<file path="src/rtl/baud_pkg.sv">
// Shared constants for the fractional baud generator: default widths,
// common 50 MHz divisor pairs at x16 oversampling, and the minimum divisor.
package baud_pkg;

  localparam int unsigned INT_WIDTH_DEF       = 16;
  localparam int unsigned FRAC_WIDTH_DEF      = 4;
  localparam int unsigned OVERSAMPLE_DEF      = 16;

  // 50 MHz / (baud * 16) expressed as integer + frac/16
  localparam int unsigned DIV_115200_X16_INT  = 27;
  localparam int unsigned DIV_115200_X16_FRAC = 2;
  localparam int unsigned DIV_9600_X16_INT    = 325;
  localparam int unsigned DIV_9600_X16_FRAC   = 8;

  localparam int unsigned MIN_DIV             = 2;

endpackage

</file>
<file path="src/rtl/baud_gen_frac_divider.sv">
// Fractional clock divider: counts active_int (or active_int+1 after an
// accumulator carry) clocks per period and flags the last cycle of each period.
module frac_divider
  import baud_pkg::*;
#(
  parameter int unsigned INT_WIDTH  = INT_WIDTH_DEF,
  parameter int unsigned FRAC_WIDTH = FRAC_WIDTH_DEF
) (
  input  logic                  clock,
  input  logic                  reset_n,
  input  logic                  enable,
  input  logic                  start,
  input  logic [INT_WIDTH-1:0]  start_cnt,
  input  logic [INT_WIDTH-1:0]  div_int,
  input  logic [FRAC_WIDTH-1:0] div_frac,
  output logic                  period_end
);

  logic [INT_WIDTH-1:0]  cnt_q, cnt_d;
  logic [INT_WIDTH-1:0]  eff_int, term;
  logic [FRAC_WIDTH-1:0] acc_q, acc_d;
  logic                  ext_q, ext_d;

  always_comb begin
    eff_int    = (div_int < INT_WIDTH'(MIN_DIV)) ? INT_WIDTH'(MIN_DIV) : div_int;
    term       = ext_q ? eff_int : eff_int - INT_WIDTH'(1);
    // start suppresses a coincident terminal count entirely
    period_end = enable && !start && (cnt_q >= term);
    cnt_d      = cnt_q;
    acc_d      = acc_q;
    ext_d      = ext_q;
    if (start) begin
      cnt_d = start_cnt;
      acc_d = '0;
      ext_d = 1'b0;
    end else if (period_end) begin
      cnt_d          = '0;
      {ext_d, acc_d} = {1'b0, acc_q} + {1'b0, div_frac};
    end else if (enable) begin
      cnt_d = cnt_q + INT_WIDTH'(1);
    end
  end

  always_ff @(posedge clock) begin
    if (!reset_n) begin
      cnt_q <= '0;
      acc_q <= '0;
      ext_q <= 1'b0;
    end else begin
      cnt_q <= cnt_d;
      acc_q <= acc_d;
      ext_q <= ext_d;
    end
  end

endmodule

</file>
<file path="src/rtl/baud_gen_frac.sv">
// Fractional-N baud generator: sample ticks from frac_divider, a phase counter
// producing bit ticks, and a shadowed divisor applied at safe points.
module baud_gen_frac
  import baud_pkg::*;
#(
  parameter int unsigned INT_WIDTH    = INT_WIDTH_DEF,
  parameter int unsigned FRAC_WIDTH   = FRAC_WIDTH_DEF,
  parameter int unsigned OVERSAMPLE   = OVERSAMPLE_DEF,
  parameter int unsigned DEFAULT_INT  = DIV_115200_X16_INT,
  parameter int unsigned DEFAULT_FRAC = DIV_115200_X16_FRAC
) (
  input  logic                  clock,
  input  logic                  reset_n,
  input  logic                  enable,
  input  logic                  start,
  input  logic                  cfg_load,
  input  logic [INT_WIDTH-1:0]  cfg_int,
  input  logic [FRAC_WIDTH-1:0] cfg_frac,
  output logic                  sample_tick,
  output logic                  baud_tick,
  output logic                  cfg_pending
);

  localparam int unsigned PW         = (OVERSAMPLE > 1) ? $clog2(OVERSAMPLE) : 1;
  localparam logic [PW-1:0] PHASE_LAST = PW'(OVERSAMPLE - 1);
  localparam logic [PW-1:0] PHASE_MID  = PW'(OVERSAMPLE / 2);

  logic [INT_WIDTH-1:0]  act_int_q, act_int_d, sh_int_q, sh_int_d;
  logic [FRAC_WIDTH-1:0] act_frac_q, act_frac_d, sh_frac_q, sh_frac_d;
  logic                  pend_q, pend_d;
  logic [PW-1:0]         phase_q, phase_d;
  logic                  stick_q, stick_d, btick_q, btick_d;
  logic                  period_end, apply;
  logic [INT_WIDTH-1:0]  nxt_int, clamp_int, start_cnt;

  frac_divider #(
    .INT_WIDTH  (INT_WIDTH),
    .FRAC_WIDTH (FRAC_WIDTH)
  ) u_div (
    .clock      (clock),
    .reset_n    (reset_n),
    .enable     (enable),
    .start      (start),
    .start_cnt  (start_cnt),
    .div_int    (act_int_q),
    .div_frac   (act_frac_q),
    .period_end (period_end)
  );

  always_comb begin
    apply      = pend_q && (period_end || start || !enable);
    act_int_d  = act_int_q;
    act_frac_d = act_frac_q;
    sh_int_d   = sh_int_q;
    sh_frac_d  = sh_frac_q;
    pend_d     = pend_q;
    if (apply) begin
      act_int_d  = sh_int_q;
      act_frac_d = sh_frac_q;
      pend_d     = 1'b0;
    end
    // a load in the application cycle lands in the shadow and stays pending
    if (cfg_load) begin
      sh_int_d  = cfg_int;
      sh_frac_d = cfg_frac;
      pend_d    = 1'b1;
    end

    // with no phase counter, start centres the divide counter instead
    nxt_int   = pend_q ? sh_int_q : act_int_q;
    clamp_int = (nxt_int < INT_WIDTH'(MIN_DIV)) ? INT_WIDTH'(MIN_DIV) : nxt_int;
    start_cnt = (OVERSAMPLE == 1) ? (clamp_int >> 1) : '0;

    phase_d = phase_q;
    if (start) begin
      phase_d = PHASE_MID;
    end else if (period_end) begin
      phase_d = phase_q + PW'(1);
    end
    stick_d = period_end;
    btick_d = period_end && ((OVERSAMPLE == 1) || (phase_q == PHASE_LAST));
  end

  always_ff @(posedge clock) begin
    if (!reset_n) begin
      act_int_q  <= INT_WIDTH'(DEFAULT_INT);
      act_frac_q <= FRAC_WIDTH'(DEFAULT_FRAC);
      sh_int_q   <= INT_WIDTH'(DEFAULT_INT);
      sh_frac_q  <= FRAC_WIDTH'(DEFAULT_FRAC);
      pend_q     <= 1'b0;
      phase_q    <= '0;
      stick_q    <= 1'b0;
      btick_q    <= 1'b0;
    end else begin
      act_int_q  <= act_int_d;
      act_frac_q <= act_frac_d;
      sh_int_q   <= sh_int_d;
      sh_frac_q  <= sh_frac_d;
      pend_q     <= pend_d;
      phase_q    <= phase_d;
      stick_q    <= stick_d;
      btick_q    <= btick_d;
    end
  end

  assign sample_tick = stick_q;
  assign baud_tick   = btick_q;
  assign cfg_pending = pend_q;

endmodule

</file>
<file path="config.mk">
export PLATFORM = sky130hd
export DESIGN_NAME = baud_gen_frac
export DESIGN_NICKNAME = d
export VERILOG_FILES = /design/src/rtl/baud_pkg.sv /design/src/rtl/baud_gen_frac_divider.sv /design/src/rtl/baud_gen_frac.sv
export SDC_FILE = /design/constraint.sdc
export NUM_CORES = 1
export LEC_CHECK = 0
export ABC_AREA = 1
export BUFFER_PORTS_ARGS = -buffer_cell sky130_fd_sc_hd__buf_2
export CAP_MARGIN = 10
export CORE_ASPECT_RATIO = 1.2
export CORE_MARGIN = 5
export CORE_UTILIZATION = 40
export DETAILED_ROUTE_END_ITERATION = 8
export PLACE_DENSITY = 0.62
export SLEW_MARGIN = 20
export SYNTH_ARGS = -nofsm -noshare
export SYNTH_HDL_FRONTEND = slang
export SYNTH_SLANG_ARGS = --single-unit
</file>
<file path="constraint.sdc">
create_clock -name clock -period 5.9 [get_ports clock]
set_clock_uncertainty 0.1 [all_clocks]
set_input_delay 0.59 -clock clock [delete_from_list [all_inputs] [get_ports clock]]
set_output_delay 0.59 -clock clock [all_outputs]
set_load 0.05 [all_outputs]
</file>
==> impl_metrics.env <==
export IMPL_crit_cells=23
export IMPL_internal_power_uw=735
export IMPL_multiInputGateArea_mm2=0.00189
export IMPL_cts_tree="done"
export IMPL_pwr_density_cell_mw_per_mm2=256
export IMPL_crit_arrival_ns=4.48
export IMPL_final_setup_tns_ns=0
export IMPL_cp_slowest_stage_delay_ns=0.45
export IMPL_yosys_warnings=0
export IMPL_syn_area_mm2=0.00346
export IMPL_r2r_cells=23
export IMPL_placedCellCount=605
export IMPL_finalNetCount=548
export IMPL_outcome="complete, no violations"
export IMPL_grt_ovfl_total=0
export IMPL_cts_resized_gates=0
export IMPL_path_max_fanout=21
export IMPL_dr_pass1_iters=4
export IMPL_period_share_pct=74.2
export IMPL_syn_avg_cell_area_um2=7.28
export IMPL_swShare_pct=26.2
export IMPL_r2r_slack_ns=1.52
export IMPL_crit_required_ns=6.00
export IMPL_die_x_um=95.0
export IMPL_vias_per_cell=4.67
export IMPL_rsz0062_at_grt="no"
export IMPL_final_cells=621
export IMPL_power_frac_clock_pct=40.6
export IMPL_slowest_stage="nand2_1"
export IMPL_netlist_instances=476
export IMPL_area_growth_pct=12.4
export IMPL_critPathBufInv=3
export IMPL_vias=2898
export IMPL_max_vdd_ir_drop_mv=0.209
export IMPL_numClockSinks=68
export IMPL_drv_slew=0
export IMPL_cts_buffers=9
export IMPL_final_cell_mix="nor2_1 (102), nand2_1 (84), dfxtp_1 (68)"
export IMPL_gp_congestion=0.820
export IMPL_synth_ff_latch_count=68
export IMPL_root_buffer="clkbuf_8"
export IMPL_synthesis_nets=525
export IMPL_cts_setup_buffers=0
export IMPL_p_switching_uw=262
export IMPL_fillers=905
export IMPL_drcViolationCount=0
export IMPL_yosysUniqueCellTypes=28
export IMPL_crit_family="simple AND/OR/NAND/NOR gates"
export IMPL_crit_start="act_int_q[5]$_SDFFE_PN0P_"
export IMPL_antenna_found_initial=0
export IMPL_cts_buffer_depth=2
export IMPL_hold_viol=0
export IMPL_finalSetupViolCount=0
export IMPL_crit_end="act_int_q[4]$_SDFFE_PN1P_"
export IMPL_drt_initial_drc_count=145
export IMPL_start_util_pct=40.7
export IMPL_postRouteAntennaNets=0
export IMPL_holdWs_ns=0.356
export IMPL_pwr_share_seq_pct=49.7
export IMPL_portBuffers=27
export IMPL_clk_pin_slew_ns=0.07
export IMPL_hold_path_class="in2reg"
export IMPL_core_mm2=0.00852
export IMPL_power_leakage_nw=1.78
export IMPL_grt_max_degree=43
export IMPL_dpl_hpwl_mm=5.08
export IMPL_ctsHtreeMaxLevel=3
export IMPL_cap_viol_max_count=0
export IMPL_diodes=0
export IMPL_clk_latency_ns=0.35
export IMPL_wl_per_cell_um=11.0
export IMPL_grt_first_pass_wirelength_mm=11.9
export IMPL_min_period_ns=4.38
export IMPL_reg2reg_to="act_int_q[4]$_SDFFE_PN1P_"
export IMPL_die_h_um=112
export IMPL_ys_seq_area_share_pct=39.3
export IMPL_drive_gt1_share_pct=11.7
export IMPL_grt_pass1_vias=2655
export IMPL_start_kind="flop"
export IMPL_seq_area_mm2=0.00136
export IMPL_max_freq_mhz=228
export IMPL_critPathKind="reg2reg"
export IMPL_path_common_cell="nand2_1"
export IMPL_reg2reg_from="act_int_q[5]$_SDFFE_PN0P_"
export IMPL_routed_wl_mm=6.81
export IMPL_io_pins=28
export IMPL_max_slew_margin_pct=57.5
export IMPL_tightest_slew_ns=0.636
export IMPL_cp_cell_sequence="inv_1, nand2_1, nor2_1, nand4_2, nand2_1, ha_1, inv_1, nor2_1, nand2_1, nor3_2, nand2_1, nor3_2, nand2_1, xor2_1, ha_1, nand2_1, o21ai_0, a21oi_1, nand3_1, nand2_1, inv_1, nand2_1, nand3_1"
export IMPL_dieArea_mm2=0.0106
export IMPL_cts_hold_buf=0
export IMPL_track_usage_pct=13.8
export IMPL_endpoint_kind="flop"
export IMPL_row_count=37
export IMPL_final_common_cell="nor2_1"
export IMPL_p_comb_share_pct=9.7
[layout make-up]
| class | count | share of cell area (%) |
|---|---|---|
| Multi-Input combinational cell | 352 | 48.4 |
| Sequential cell | 68 | 35.0 |
| Inverter | 41 | 3.95 |
| Clock buffer | 11 | 3.89 |
| Tap cell | 117 | 3.76 |
| Timing Repair Buffer | 27 | 3.47 |
| Clock inverter | 5 | 1.54 |
[stage by stage]
step / util (%) / instance area, µm² / setup slack, ns / power, mW
3_5_place_dp: 43.2 / 3680 / 1.55 / 0.604
2_1_floorplan: - / 3460 / 2.58 / 0.576
6_report: 45.7 / 3890 / 1.52 / 0.997
3_3_place_gp: 43.2 / 3680 / 1.65 / 0.601
4_1_cts: 45.7 / 3890 / 1.48 / 1.01
5_1_grt: 45.7 / 3890 / 0.934 / 1.05
[metal layers]
layer	wire, µm	vias to the layer above	part of all wire, %	GRT usage [%]
li1	-	1580	-	-
met1	3310	1266	49	18.4
met2	3130	38	46	21.5
met3	199	14	2.9	2.36
met4	161	0	2.4	6.74
met5	0	-	0	0
[cells in the mapped netlist]
| library cell | n | area, µm² |
|---|---|---|
| nor2_4 | 1 | 11.3 |
| inv_1 | 41 | 154 |
| nor2_1 | 102 | 383 |
| or2_0 | 1 | 6.26 |
| a21oi_1 | 19 | 95.1 |
| fa_1 | 1 | 20.0 |
| nor4_1 | 2 | 12.5 |
| nor3b_1 | 1 | 7.51 |
| buf_1 | 1 | 3.75 |
| nand2_1 | 84 | 315 |
| a31oi_1 | 3 | 18.8 |
| nor3_2 | 3 | 30.0 |
| xor2_1 | 16 | 140 |
| xnor2_1 | 9 | 78.8 |
| nand3_1 | 22 | 110 |
| o21ai_0 | 40 | 200 |
| dfxtp_1 | 68 | 1360 |
| nor3_1 | 6 | 30.0 |
| nand4_2 | 1 | 12.5 |
| nand2_2 | 4 | 25.0 |
| nor2_2 | 5 | 31.3 |
| clkbuf_2 | 1 | 5.00 |
| clkbuf_1 | 8 | 30.0 |
| nand3_2 | 1 | 10.0 |
| nand4_1 | 7 | 43.8 |
| buf_2 | 5 | 25.0 |
| nor3_4 | 1 | 16.3 |
| ha_1 | 23 | 288 |
[worst min-delay path by stage]
stage / from / end / slack (ns) / cells past startpoint
6_report: cfg_int[4] / sh_int_q[4]$_SDFFE_PN1P_ / 0.36 / 3
4_1_cts: cfg_int[4] / sh_int_q[4]$_SDFFE_PN1P_ / 0.34 / 3
3_3_place_gp: sh_int_q[1]$_SDFFE_PN1P_ / act_int_q[1]$_SDFFE_PN1P_ / 0.34 / 2
5_1_grt: cfg_int[12] / sh_int_q[12]$_SDFFE_PN0P_ / 0.36 / 3
2_1_floorplan: sh_frac_q[1]$_SDFFE_PN1P_ / act_frac_q[1]$_SDFFE_PN1P_ / 0.33 / 2
3_5_place_dp: sh_int_q[0]$_SDFFE_PN1P_ / act_int_q[0]$_SDFFE_PN1P_ / 0.34 / 2
[cells by family (layout without fill, tap and decap cells)]
logic type	after synthesis	count (layout)	synth area share (%)
simple gates	241	241	30.2
flops	68	68	39.3
compound gates	62	62	9.06
buf+inv	56	84	6.28
xor+xnor	25	25	6.32
fa+ha+maj	24	24	8.88
[power groups by stage]
stage | logic (mW) | clock network, mW | registers [mW]
global route | 0.113 | 0.438 | 0.499
CTS | 0.0976 | 0.415 | 0.496
detailed placement | 0.0969 | 0 | 0.507
finish | 0.0963 | 0.405 | 0.496
global placement | 0.0946 | 0 | 0.506
floorplan | 0.0735 | 0 | 0.503
[sequential cells by signal, indices dropped and copies added (netlist names)]
register and flops:
phase_q 4, u_div.ext_q 1, sample_tick 1, baud_tick 1
cfg_pending 1, u_div.acc_q 4, u_div.cnt_q 16, act_int_q 16
act_frac_q 4, sh_int_q 16, sh_frac_q 4
[worst register-to-register path, stage by stage (launching register included)]
cell     delay (ns)
dfxtp_1        0.34
inv_1          0.10
nand2_1        0.10
nor2_1         0.18
nand4_2        0.16
nand2_1        0.12
ha_1           0.15
inv_1          0.04
nor2_1         0.14
nand2_1        0.13
nor3_2         0.18
nand2_1        0.12
nor3_2         0.18
nand2_1        0.09
xor2_1         0.16
ha_1           0.28
nand2_1        0.10
o21ai_0        0.09
a21oi_1        0.21
nand3_1        0.11
nand2_1        0.45
inv_1          0.45
nand2_1        0.17
nand3_1        0.09
No activity file was read; power rests on OpenSTA's default activity.
